### config.mk
export PLATFORM = sky130hd
export DESIGN_NAME = vga_timing_gen
export DESIGN_NICKNAME = d
export VERILOG_FILES = /design/src/rtl/vga_timing_gen.sv
export SDC_FILE = /design/constraint.sdc
export NUM_CORES = 1
export LEC_CHECK = 0
export ABC_AREA = 1
export CAP_MARGIN = 0
export CORE_MARGIN = 2
export CORE_UTILIZATION = 48
export CTS_CLUSTER_DIAMETER = 200
export CTS_CLUSTER_SIZE = 28
export DETAILED_ROUTE_END_ITERATION = 8
export GPL_ROUTABILITY_DRIVEN = 0
export HOLD_SLACK_MARGIN = 0.15
export PLACE_DENSITY = 0.72
export REMOVE_ABC_BUFFERS = 1
export SYNTH_ARGS = -nofsm -noshare
export SYNTH_HDL_FRONTEND = slang
export SYNTH_SLANG_ARGS = --single-unit
### constraint.sdc
create_clock -name vga_clk -period 2.25 [get_ports vga_clk]
set_clock_uncertainty 0.2 [all_clocks]
set_input_delay 0.3375 -clock vga_clk [delete_from_list [all_inputs] [get_ports vga_clk]]
set_output_delay 0.3375 -clock vga_clk [all_outputs]
set_load 0.01 [all_outputs]
### src/rtl/vga_timing_gen.sv
// Free-running 640x480@60 raster timing generator on the pixel clock.
// Every output is registered from the next-state decode, so flags line up with DrawX/DrawY.
module vga_timing_gen #(
    parameter int   H_ACTIVE = 640,
    parameter int   H_FRONT  = 16,
    parameter int   H_SYNC   = 96,
    parameter int   H_BACK   = 48,
    parameter int   V_ACTIVE = 480,
    parameter int   V_FRONT  = 10,
    parameter int   V_SYNC   = 2,
    parameter int   V_BACK   = 33,
    parameter logic SYNC_POL = 1'b0
) (
    input  logic       vga_clk,
    input  logic       reset_n,
    output logic [9:0] DrawX,
    output logic [9:0] DrawY,
    output logic       blank,
    output logic       hsync,
    output logic       vsync,
    output logic       line_start,
    output logic       frame_start,
    output logic [7:0] frame_count
);

    localparam int H_TOTAL = H_ACTIVE + H_FRONT + H_SYNC + H_BACK;
    localparam int V_TOTAL = V_ACTIVE + V_FRONT + V_SYNC + V_BACK;

    localparam logic [9:0] H_LAST   = 10'(H_TOTAL - 1);
    localparam logic [9:0] V_LAST   = 10'(V_TOTAL - 1);
    localparam logic [9:0] H_VIS    = 10'(H_ACTIVE);
    localparam logic [9:0] V_VIS    = 10'(V_ACTIVE);
    localparam logic [9:0] HS_BEG   = 10'(H_ACTIVE + H_FRONT);
    localparam logic [9:0] HS_END   = 10'(H_ACTIVE + H_FRONT + H_SYNC);
    localparam logic [9:0] VS_BEG   = 10'(V_ACTIVE + V_FRONT);
    localparam logic [9:0] VS_END   = 10'(V_ACTIVE + V_FRONT + V_SYNC);

    if (H_TOTAL >= 1024 || V_TOTAL >= 1024) begin : g_range_check
        $error("vga_timing_gen: H_TOTAL/V_TOTAL must fit in 10 bits");
    end

    logic [9:0] x_nxt;
    logic [9:0] y_nxt;
    logic       x_wrap;
    logic       origin_nxt;
    logic       started;

    always_comb begin
        x_wrap     = (DrawX == H_LAST);
        x_nxt      = x_wrap ? 10'd0 : DrawX + 10'd1;
        y_nxt      = DrawY;
        if (x_wrap)
            y_nxt = (DrawY == V_LAST) ? 10'd0 : DrawY + 10'd1;
        origin_nxt = (x_nxt == 10'd0) && (y_nxt == 10'd0);
    end

    always_ff @(posedge vga_clk) begin
        if (!reset_n) begin
            DrawX       <= H_LAST;
            DrawY       <= V_LAST;
            blank       <= 1'b0;
            hsync       <= ~SYNC_POL;
            vsync       <= ~SYNC_POL;
            line_start  <= 1'b0;
            frame_start <= 1'b0;
            frame_count <= 8'd0;
            started     <= 1'b0;
        end else begin
            DrawX       <= x_nxt;
            DrawY       <= y_nxt;
            blank       <= (x_nxt < H_VIS) && (y_nxt < V_VIS);
            hsync       <= ((x_nxt >= HS_BEG) && (x_nxt < HS_END)) ? SYNC_POL : ~SYNC_POL;
            vsync       <= ((y_nxt >= VS_BEG) && (y_nxt < VS_END)) ? SYNC_POL : ~SYNC_POL;
            line_start  <= (x_nxt == 10'd0);
            frame_start <= origin_nxt;
            // The origin reached straight out of reset opens frame 0; only later ones count.
            started     <= 1'b1;
            if (origin_nxt && started)
                frame_count <= frame_count + 8'd1;
        end
    end

endmodule

==> metrics.md <==
| Metric | Value |
|---|---|
| Total power | `3.50 mW` |
| Core area | `4030 µm²` |
| Relative slew slack | `73.6%` |
| DR WL/cell | `13.5 µm` |
| Latest clock arrival within the worst-skew pair | `0.29 ns` |
| Final setup fails | `0` |
| H-tree depth | `2` |
| Synthesis-stage register bit count | `34` |
| DRT antenna net count | `0` |
| Slew Limit Fails | `0` |
| Share of total power in the clock network | `12.7%` |
| Io pins | `35` |
| Pin count of the biggest net entering global routing | `20` |
| Final wirelength | `6.01 mm` |
| Sw Ratio | `45.3%` |
| R2R depth | `16` |
| Hold WS | `0.350 ns` |
| R2R Setup Slk | `0.07 ns` |
| Pre-antenna DRT Iters | `4` |
| Drt initial violations | `218` |
| Clk sinks | `34` |
| Vias per inst | `5.20` |
| Gr usage total | `25.1%` |
| Slowest stage delay, CP | `0.37 ns` |
| Worst r2r src | `DrawY[1]` |
| DRC | `0` |
| Vias | `2312` |
| Status | `finished clean` |
| Final critical-path required period | `2.18 ns` |
| Diodes inserted | `0` |
| Internal Dissipation | `1.91 mW` |
| Sequential power share | `24.4%` |
| Vias in the first global route | `2015` |
| Max-cap violation count | `0` |
| CP required | `2.28 ns` |
| Initial antenna violation count | `0` |
| Mapped Avg Cell Area | `6.32 µm²` |
| HP Start | `frame_count[7]` |
| Post-Syn Area | `2020 µm²` |
| Crit-path leading delay family | `simple AND/OR/NAND/NOR gates` |
| Syn Inst Count | `320` |
| Gr ovfl total | `0` |
| Root Buffer | `clkbuf_8` |
| Register area | `697 µm²` |
| Hold WC Path Type | `reg2reg` |
| Die X | `68.9 µm` |
| CP max stage cell | `dfxtp_4` |
| Worst hold endpoint | `frame_count[7]` |
| Logic pwr share | `63.0%` |
| PortBufs | `34` |
| Hold Path Stages | `4` |
| Setup Crit Path Kind | `reg2reg` |
| Full die area | `4750 µm²` |
| Max clock buf depth | `2` |
| TritonCTS Buffers | `5` |
| Post-DP HPWL | `4.02 mm` |
| P per Cell Area | `1150 nW/µm²` |
| RSZ-0062 raised after global routing | `true` |
| Commonest non-fill, non-tap cells in the layout | `nand2_1, inv_1, nor2_1` |
| Finished layout cell area | `3040 µm²` |
| Post-synthesis sequential area ratio | `33.7%` |
| Die Y | `68.9 µm` |
| Area Growth Syn to Fin | `50.2%` |
| Starting Density | `50.2%` |
| Crit path max fanout | `8` |
| CP arrival | `2.21 ns` |
| Cell row count | `23` |
| Worst setup EP type | `flop` |
| Number of filler cells placed in the layout | `303` |
| Worst-path clk slew | `0.07 ns` |
| Pre-CTS setup slack | `-0.0261 ns` |
| Post-DP Area | `2640 µm²` |
| Commonest non-fill, non-tap cell in the layout | `nand2_1` |
| Fin. Hold Viols | `0` |
| Area of the multi-input gates | `1370 µm²` |
| Slew @ Worst Pin | `0.393 ns` |
| R2R Path End | `frame_count[6]` |
| Final WS setup | `0.0660 ns` |
| Most used cell, CP | `nand2_2` |
| CP Launch Type | `flop` |
| Fin nets | `402` |
| CTS tree | `built` |
| NetSw | `1.58 mW` |
| Period utilisation layout | `97.1%` |
| Lkg Pwr | `1.42 nW` |
| First-pass GRT wire length | `8.77 mm` |
| Cell Chain, Critical Path | `inv_4 -> ha_4 -> nand2_2 -> nor2_4 -> nand3_4 -> nand2_2 -> nand2_4 -> nand2_4 -> nand2_2 -> inv_2 -> nand2_2 -> nor2_4 -> nand4_1 -> nand2_1 -> nand2_1 -> nor2_1` |
| Synth warnings | `0` |
| Fmax | `458 MHz` |
| Crit path buffers/inverters | `2` |
| Synth cell types | `31` |
| VDD IR max | `0.589 mV` |
| Share of layout cells above drive strength 1 | `28.6%` |
## how the worst max path moves through the flow
stage | endpoint | cells past startpoint | start
3_3_place_gp | frame_count[7] | 11 | DrawX[1]
2_1_floorplan | frame_count[1] | 10 | DrawX[0]
5_1_grt | frame_count[0] | 13 | DrawX[1]
4_1_cts | frame_count[1] | 13 | DrawX[0]
3_5_place_dp | frame_count[7] | 13 | DrawX[0]
6_report | frame_count[6] | 16 | DrawY[1]
## layout make-up
class	count	share of cell area, %
inverters	47	5.97
clock inverters	1	0.247
flip-flops and latches	34	22.9
multi-input cells	234	45.0
repair buffers	73	21.4
clock buffers	6	2.39
well taps	50	2.06
## repair_timing
action | in CTS | in global routing
resized for setup | 5 | 68
pin swaps | 2 | 29
endpoints found under the setup margin | 8 | 9
gates cloned | 1 | 0
buffers inserted | 0 | 6
hold buffers | 0 | 0
## worst reg2reg max path, stage by stage (launching register included)
cell and delay (ns):
dfxtp_4 0.37, inv_4 0.07, ha_4 0.12, nand2_2 0.06, nor2_4 0.13, nand3_4 0.13
nand2_2 0.13, nand2_4 0.06, nand2_4 0.07, nand2_2 0.07, inv_2 0.06, nand2_2 0.06
nor2_4 0.20, nand4_1 0.15, nand2_1 0.09, nand2_1 0.05, nor2_1 0.10
## power groups by stage
| stage | logic (mW) | registers (mW) | clock network [mW] |
|---|---|---|---|
| after floorplan | 0.833 | 0.853 | 0 |
| after global placement | 1.62 | 0.797 | 0 |
| after detailed placement | 1.63 | 0.801 | 0 |
| after CTS | 1.69 | 0.795 | 0.448 |
| after global routing | 2.37 | 0.867 | 0.484 |
| final | 2.20 | 0.853 | 0.443 |
## stage by stage
step           std cells  utilization (%)  setup TNS (ns)
2_1_floorplan        314                -          -0.676
3_3_place_gp         431             65.6       -0.000744
3_5_place_dp         431             65.6         -0.0989
4_1_cts              439             68.4               0
5_1_grt              445             75.4          -0.474
6_report             445             75.4               0
## registers in the layout (all words and copies together), names as in the netlist
signal,count
blank,1
DrawY,10
vsync,1
DrawX,10
frame_count,8
line_start,1
started,1
hsync,1
frame_start,1
## per-layer routing
metal,global-route usage [%],vias to the layer above,wire [µm]
met5,0,-,0
met4,9.56,0,156
met3,5.68,18,361
met2,40.6,92,2930
met1,32.5,1044,2560
li1,-,1158,-
## cells in the mapped netlist, drive strengths merged
master | count | area (µm²)
nand2 | 107 | 409
nor2 | 56 | 248
inv | 46 | 173
dfxtp | 34 | 681
nand3 | 24 | 130
nand4 | 17 | 119
nor3 | 6 | 30.0
ha | 5 | 62.6
o21ai | 5 | 25.0
buf | 4 | 35.0
clkbuf | 2 | 7.51
nor3b | 2 | 15.0
nor4 | 2 | 12.5
or2 | 2 | 12.5
xor2 | 2 | 17.5
a21oi | 1 | 8.76
clkinv | 1 | 3.75
nand3b | 1 | 7.51
o2111ai | 1 | 8.76
o21bai | 1 | 7.51
xnor2 | 1 | 8.76
## cells by family after synthesis
kind of cell | share of synthesized area [%]
XOR/XNOR | 1.30
adder cells (fa/ha/maj) | 3.09
AND/OR/NAND/NOR | 48.6
buffers and inverters | 10.8
AO/OA/AOI/OAI | 2.48
flip-flops | 33.7
No activity file was read; power rests on OpenSTA's default activity.
